===== src/rtl/sprite_pkg.sv =====
// Shared types and constants for the sprite compositor: pixel colour,
// game-state encoding and winner codes.
package sprite_pkg;

    localparam int unsigned CH_W  = 8;
    localparam int unsigned SUM_W = 10;

    typedef struct packed {
        logic [CH_W-1:0] r;
        logic [CH_W-1:0] g;
        logic [CH_W-1:0] b;
    } rgb_t;

    typedef enum logic [1:0] {
        PLAY     = 2'd0,
        PENDING  = 2'd1,
        GAMEOVER = 2'd2
    } gs_state_t;

    localparam logic [1:0] WIN_NONE = 2'b00;
    localparam logic [1:0] WIN_P1   = 2'b01;
    localparam logic [1:0] WIN_P2   = 2'b10;
    localparam logic [1:0] WIN_DRAW = 2'b11;

endpackage


===== src/rtl/sprite_tint_sat.sv =====
// Damage tint: brightens each channel by damage*TINT_STEP, saturating at 255.
module sprite_tint_sat
    import sprite_pkg::*;
#(
    parameter int unsigned TINT_STEP = 50
) (
    input  rgb_t       color,
    input  logic [1:0] damage,
    output rgb_t       tinted
);

    logic [SUM_W-1:0] inc;

    assign inc = SUM_W'(damage) * SUM_W'(TINT_STEP);

    // Wide add so an overflow clamps instead of wrapping.
    function automatic logic [CH_W-1:0] sat_add(input logic [CH_W-1:0] ch,
                                                input logic [SUM_W-1:0] add);
        logic [SUM_W-1:0] sum;
        sum = SUM_W'(ch) + add;
        return (sum > SUM_W'(255)) ? CH_W'(255) : sum[CH_W-1:0];
    endfunction

    assign tinted.r = sat_add(color.r, inc);
    assign tinted.g = sat_add(color.g, inc);
    assign tinted.b = sat_add(color.b, inc);

endmodule


===== src/rtl/sprite_compositor.sv =====
// Layered sprite compositor with colour key, damage tint and the
// play/game-over state machine; output aligned to the sprite ROM latency.
module sprite_compositor
    import sprite_pkg::*;
#(
    parameter int unsigned NUM_LAYERS  = 8,
    parameter int unsigned COORD_W     = 10,
    parameter int unsigned ADDR_W      = 19,
    parameter int unsigned ROM_LATENCY = 1,
    parameter logic [23:0] BG_COLOR    = 24'hB7FE7B,
    parameter logic [23:0] KEY_COLOR   = 24'hFF0000,
    parameter int unsigned TINT_STEP   = 50,
    parameter logic [NUM_LAYERS-1:0] OVERLAY_MASK = NUM_LAYERS'(8'b1100_0000)
) (
    input  logic                            Clk,
    input  logic                            Reset,
    input  logic                            frame_start,
    input  logic                            pixel_valid,
    input  logic [COORD_W-1:0]              DrawX,
    input  logic [COORD_W-1:0]              DrawY,
    input  logic [NUM_LAYERS-1:0]           layer_hit,
    input  logic [NUM_LAYERS*COORD_W-1:0]   layer_origin_x,
    input  logic [NUM_LAYERS*COORD_W-1:0]   layer_origin_y,
    input  logic [NUM_LAYERS*4-1:0]         layer_shift,
    input  logic [NUM_LAYERS*2-1:0]         layer_damage,
    input  logic [1:0]                      player_dead,
    input  logic                            restart,
    output logic [NUM_LAYERS*ADDR_W-1:0]    rom_addr,
    input  logic [NUM_LAYERS*24-1:0]        rom_data,
    output logic [7:0]                      VGA_R,
    output logic [7:0]                      VGA_G,
    output logic [7:0]                      VGA_B,
    output logic                            out_valid,
    output logic                            game_over,
    output logic [1:0]                      winner
);

    typedef struct packed {
        logic                      valid;
        logic                      mode;
        logic [NUM_LAYERS-1:0]     hit;
        logic [NUM_LAYERS*2-1:0]   damage;
    } side_t;

    gs_state_t state, state_next;
    logic [1:0] winner_q, winner_next;
    logic       pend_q, pend_next;
    logic       game_over_q;

    side_t side0, side_d;
    side_t side_pipe [ROM_LATENCY];

    rgb_t                  tinted [NUM_LAYERS];
    logic [NUM_LAYERS-1:0] opaque;
    rgb_t                  pixel_next, pixel_q;
    logic                  valid_q;

    // Stage 0: per-layer ROM address and opacity/tint per layer.
    for (genvar g = 0; g < int'(NUM_LAYERS); g++) begin : g_layer
        logic [ADDR_W-1:0] dx, dy;

        assign dx = ADDR_W'(DrawX) - ADDR_W'(layer_origin_x[g*COORD_W +: COORD_W]);
        assign dy = ADDR_W'(DrawY) - ADDR_W'(layer_origin_y[g*COORD_W +: COORD_W]);
        assign rom_addr[g*ADDR_W +: ADDR_W] =
            layer_hit[g] ? (dx + (dy << layer_shift[g*4 +: 4])) : '0;

        sprite_tint_sat #(
            .TINT_STEP(TINT_STEP)
        ) u_tint (
            .color (rgb_t'(rom_data[g*24 +: 24])),
            .damage(side_d.damage[g*2 +: 2]),
            .tinted(tinted[g])
        );

        assign opaque[g] = side_d.hit[g]
                         && (rom_data[g*24 +: 24] != KEY_COLOR)
                         && (side_d.damage[g*2 +: 2] != 2'd3)
                         && (!side_d.mode || OVERLAY_MASK[g]);
    end

    assign side0 = {pixel_valid, (state == GAMEOVER), layer_hit, layer_damage};

    // Side-band delay line matching the sprite ROM read latency.
    always_ff @(posedge Clk or posedge Reset) begin
        if (Reset) begin
            for (int i = 0; i < int'(ROM_LATENCY); i++) begin
                side_pipe[i] <= '0;
            end
        end else begin
            side_pipe[0] <= side0;
            for (int i = 1; i < int'(ROM_LATENCY); i++) begin
                side_pipe[i] <= side_pipe[i-1];
            end
        end
    end

    assign side_d = side_pipe[ROM_LATENCY-1];

    // Priority mux: scanning upward-to-downward leaves the lowest opaque index.
    always_comb begin
        pixel_next = side_d.mode ? rgb_t'(24'h000000) : rgb_t'(BG_COLOR);
        for (int i = int'(NUM_LAYERS) - 1; i >= 0; i--) begin
            if (opaque[i]) begin
                pixel_next = tinted[i];
            end
        end
        if (!side_d.valid) begin
            pixel_next = '0;
        end
    end

    always_ff @(posedge Clk or posedge Reset) begin
        if (Reset) begin
            pixel_q <= '0;
            valid_q <= 1'b0;
        end else begin
            pixel_q <= pixel_next;
            valid_q <= side_d.valid;
        end
    end

    assign VGA_R     = pixel_q.r;
    assign VGA_G     = pixel_q.g;
    assign VGA_B     = pixel_q.b;
    assign out_valid = valid_q;

    always_ff @(posedge Clk or posedge Reset) begin
        if (Reset) begin
            state       <= PLAY;
            winner_q    <= WIN_NONE;
            pend_q      <= 1'b0;
            game_over_q <= 1'b0;
        end else begin
            state       <= state_next;
            winner_q    <= winner_next;
            pend_q      <= pend_next;
            game_over_q <= (state_next == GAMEOVER);
        end
    end

    // Mode changes only on frame_start; a restart is remembered only in GAMEOVER.
    always_comb begin
        state_next  = state;
        winner_next = winner_q;
        pend_next   = pend_q;
        unique case (state)
            PLAY: begin
                pend_next = 1'b0;
                if (player_dead != 2'b00) begin
                    state_next = PENDING;
                    unique case (player_dead)
                        2'b10:   winner_next = WIN_P1;
                        2'b01:   winner_next = WIN_P2;
                        default: winner_next = WIN_DRAW;
                    endcase
                end
            end
            PENDING: begin
                pend_next = 1'b0;
                if (frame_start) begin
                    state_next = GAMEOVER;
                end
            end
            GAMEOVER: begin
                if (frame_start && (restart || pend_q)) begin
                    state_next  = PLAY;
                    winner_next = WIN_NONE;
                    pend_next   = 1'b0;
                end else if (restart) begin
                    pend_next = 1'b1;
                end
            end
            default: state_next = PLAY;
        endcase
    end

    assign game_over = game_over_q;
    assign winner    = winner_q;

endmodule


===== config.mk =====
export PLATFORM = sky130hd
export DESIGN_NAME = sprite_compositor
export DESIGN_NICKNAME = d
export VERILOG_FILES = /design/src/rtl/sprite_pkg.sv /design/src/rtl/sprite_tint_sat.sv /design/src/rtl/sprite_compositor.sv
export SDC_FILE = /design/constraint.sdc
export NUM_CORES = 2
export LEC_CHECK = 0
export BUFFER_PORTS_ARGS = -buffer_cell sky130_fd_sc_hd__buf_2
export CAP_MARGIN = 20
export CORE_MARGIN = 2
export CORE_UTILIZATION = 55
export CTS_CLUSTER_SIZE = 20
export DETAILED_ROUTE_END_ITERATION = 10
export HOLD_SLACK_MARGIN = 0.15
export PLACE_DENSITY = 0.8
export SLEW_MARGIN = 5
export SYNTH_ARGS = -nofsm -noshare
export SYNTH_HDL_FRONTEND = slang
export SYNTH_HIERARCHICAL = 1
export SYNTH_SLANG_ARGS = --single-unit

===== constraint.sdc =====
create_clock -name Clk -period 6.7 [get_ports Clk]
set_clock_uncertainty 0.2 [all_clocks]
set_input_delay 0.67 -clock Clk [delete_from_list [all_inputs] [get_ports Clk]]
set_output_delay 0.67 -clock Clk [all_outputs]
set_load 0.005 [all_outputs]

==> run_results.csv <==
group,metric,value,unit
yosys,ys_ff_latch,57,
yosys,yosys_warnings,6,
sta,fmax,155,MHz
floorplanning,die_width,238,um
yosys,synth_cell_types,102,
floorplanning,start_util,0.558,
cells_and_area,final_cell_count_no_fill,5465,
floorplanning,ios,615,
place,dp_hpwl,95800,um
power,vdd_drop_max,113,uV
floorplanning,core,54000,um2
setup_path,crit_type,"in -> out",
sta,setup_tns,0,ns
floorplanning,die_area,56700,um2
clock_network,clk_pin_slew,0.06,ns
clock_network,hold_buffers,0,
place,portBuffers,614,
clock_network,ctsResizeCount,0,
sta,period_needed,6.43,ns
yosys,synth_nets,5181,
global_routing,grt.busiest_layer,"met2",
global_routing,grt_util_met2,0.629,
sta,setup_viol,0,
detailed_routing,viasPerCell,6.29,
detailed_routing,wire_per_inst,21.0,um
sta,fin_crit_sh,0.960,
clock_network,h-tree-depth,3,
job,maxCapViolations,0,
floorplanning,die_y,238,um
sta,worstMarginPinSlew,0.890,ns
yosys,async_reset_ff_frac,1.00,
global_routing,grt.met1_usage,0.452,
cells_and_area,syn2layout_area_growth,13.4,%
detailed_routing,wl,115000,um
global_routing,grt.overflow.total,0,
yosys,ys_seq_area_frac,0.0473,
power,p_leak,16.8,nW
floorplanning,num_rows,85,
setup_path,critPathMaxFanout,6,
cells_and_area,fin_area,34200,um2
power,p_per_area,171,nW/um2
clock_network,clkSinkCount,57,
global_routing,grt_pass1_wl,172000,um
global_routing,antenna_found_initial,21,
setup_path,end_kind,"output port",
cells_and_area,final_net_count,5699,
place,dp.cells,5437,
place,place_area,33800,um2
clock_network,cts_tree,"done",
yosys,netlist_area,30200,um2
setup_path,worstPathArrival,5.56,ns
clock_network,cts_inserted_buffers,9,
global_routing,grtUsageTotal,0.384,
place,gp_congestion,1.07,
detailed_routing,drtIter0Drc,2866,
yosys,avgSynthCellArea,7.12,um2
sta,hold_viol,0,
sta,rsz0062_at_grt,"false",
setup_path,required,5.83,ns
yosys,dominantRegCellSynth,"dfrtp_1",
yosys,synth_edf_count,0,
global_routing,grt_pass1_vias,31369,
detailed_routing,route.vias.total,34360,
global_routing,grtUsageMet3,0.0747,
detailed_routing,drc,0,
detailed_routing,drtPass1Iterations,6,
power,totalPowerFinal,5.84,mW
cells_and_area,layout_common_cells,"buf_2 (613), ha_1 (464), nand2_1 (423)",
min_path,holdCritPathClass,"in -> reg",
clock_network,clock_path_buffers,2,
sta,finalMaxSlewViolations,0,
status,status,"finished clean",
clock_network,postCtsSetupBuffers,0,
setup_path,cp-start-kind,"input pin",
clock_network,cts_root_buf,"clkbuf_16",
detailed_routing,antenna_left,0,
cells_and_area,drive_above_1_share,0.173,
clock_network,worstSkewPairLatency,0.37,ns
setup_path,ff2ff_setup_slack,3.16,ns
cells_and_area,mostFrequentLayoutCell,"buf_2",
sta,fin_hold_ws,0.201,ns
yosys,synth_cells,4234,
sta,max_slew_margin,0.407,
global_routing,grt_max_degree,58,
-- final cells by class --
class | instances | area (um2)
Antenna cell | 13 | 32.5
Clock buffer | 13 | 270
Clock inverter | 2 | 12.5
Fill cell | 5005 | 19800
Inverter | 312 | 1170
Multi-Input combinational cell | 3728 | 27100
Sequential cell | 57 | 1430
Tap cell | 696 | 871
Timing Repair Buffer | 644 | 3300
-- critical path: stages --
cell	delay (ns)
buf_2	0.11
clkinvlp_4	0.19
ha_1	0.21
inv_1	0.05
fa_1	0.40
a21o_1	0.18
a21oi_2	0.16
buf_4	0.15
o21ai_1	0.11
xnor2_1	0.18
mux4_2	0.48
nor2_1	0.10
a21oi_1	0.07
o21ai_1	0.26
ha_1	0.34
and3_1	0.25
and3_1	0.19
a21oi_1	0.10
o21ai_1	0.11
o221ai_1	0.31
a21oi_1	0.16
o41ai_1	0.37
xnor2_1	0.16
and2_1	0.13
buf_2	0.11
-- metrics by stage --
step | utilization | setup WS, ns
3_5_place_dp | 0.626 | 0.116
3_3_place_gp | 0.626 | 0.228
5_1_grt | 0.632 | 0.0133
2_1_floorplan | - | 0.928
4_1_cts | 0.631 | 0.0910
6_report | 0.633 | 0.267
-- logic make-up after synthesis --
kind of cell               synth area share
AOI/OAI and AO/OA                     0.302
adders and majority gates             0.224
DFF                                  0.0473
muxes                                0.0386
xor gates and xnor gates             0.0746
buffers and inverters                0.0562
and+or+nand+nor                       0.257
-- synthesized netlist by cell type, types with 14 or more instances --
library cell / n / area share
a211o_1: 18 / 0.0052
a211oi_1: 77 / 0.019
a21boi_1: 15 / 0.0037
a21o_1: 112 / 0.028
a21oi_1: 327 / 0.054
a31oi_1: 91 / 0.019
and2_1: 108 / 0.022
and3_1: 46 / 0.0095
clkbuf_1: 120 / 0.015
dfrtp_1: 57 / 0.047
fa_1: 48 / 0.032
ha_1: 464 / 0.19
inv_1: 299 / 0.037
mux2_2: 24 / 0.0090
mux2i_1: 69 / 0.023
nand2_1: 423 / 0.053
nand2b_1: 120 / 0.025
nand3_1: 64 / 0.011
nand4_1: 40 / 0.0083
nand4b_1: 20 / 0.0058
nor2_1: 313 / 0.039
nor2b_1: 69 / 0.014
nor3_1: 117 / 0.019
nor3b_1: 31 / 0.0077
nor4_1: 30 / 0.0062
o211ai_1: 50 / 0.012
o21a_1: 63 / 0.016
o21ai_0: 182 / 0.030
o21ai_1: 72 / 0.012
o21ai_2: 16 / 0.0046
o21bai_1: 28 / 0.0070
o22ai_1: 18 / 0.0037
o311ai_1: 23 / 0.0067
o31ai_1: 14 / 0.0035
or2_2: 21 / 0.0044
or3_1: 52 / 0.011
xnor2_1: 147 / 0.043
xor2_1: 110 / 0.032
-- registers in the layout, indices dropped and copies added, names as in the netlist --
| signal | flops |
|---|---|
| pend_q | 1 |
| VGA_R | 8 |
| game_over | 1 |
| VGA_G | 8 |
| VGA_B | 8 |
| winner | 2 |
| state | 2 |
| side_d | 26 |
| out_valid | 1 |
-- worst paths after layout --
kind / to / startpoint / cells after the start
hold reg to reg: side_d[24]$_DFF_PP0_ / state[0]$_DFF_PP0_ / 1
min in group asynchronous: winner[0]$_DFFE_PP0P_ / Reset / 3
setup reg to reg: VGA_R[2]$_DFF_PP0_ / side_d[12]$_DFF_PP0_ / 12
hold / removal: side_d[3]$_DFF_PP0_ / layer_damage[3] / 1
max in group asynchronous: side_d[5]$_DFF_PP0_ / Reset / 3
setup / recovery: rom_addr[150] / DrawY[0] / 25
-- where the power goes --
group          switching [mW]  total (mW)  leakage (nW)  internal [mW]
clock network           0.195       0.473         0.138          0.278
logic                    2.85        4.90          16.0           2.05
registers              0.0597       0.465         0.696          0.405
-- metal layers --
| metal | vias to the layer above | routed length, um | part of all wire |
|---|---|---|---|
| met1 | 15678 | 44100 | 0.38 |
| li1 | 16597 | - | - |
| met4 | 24 | 8890 | 0.077 |
| met5 | - | 135 | 0.0012 |
| met3 | 413 | 10500 | 0.091 |
| met2 | 1648 | 51300 | 0.45 |
No activity file was read; power rests on OpenSTA's default activity.
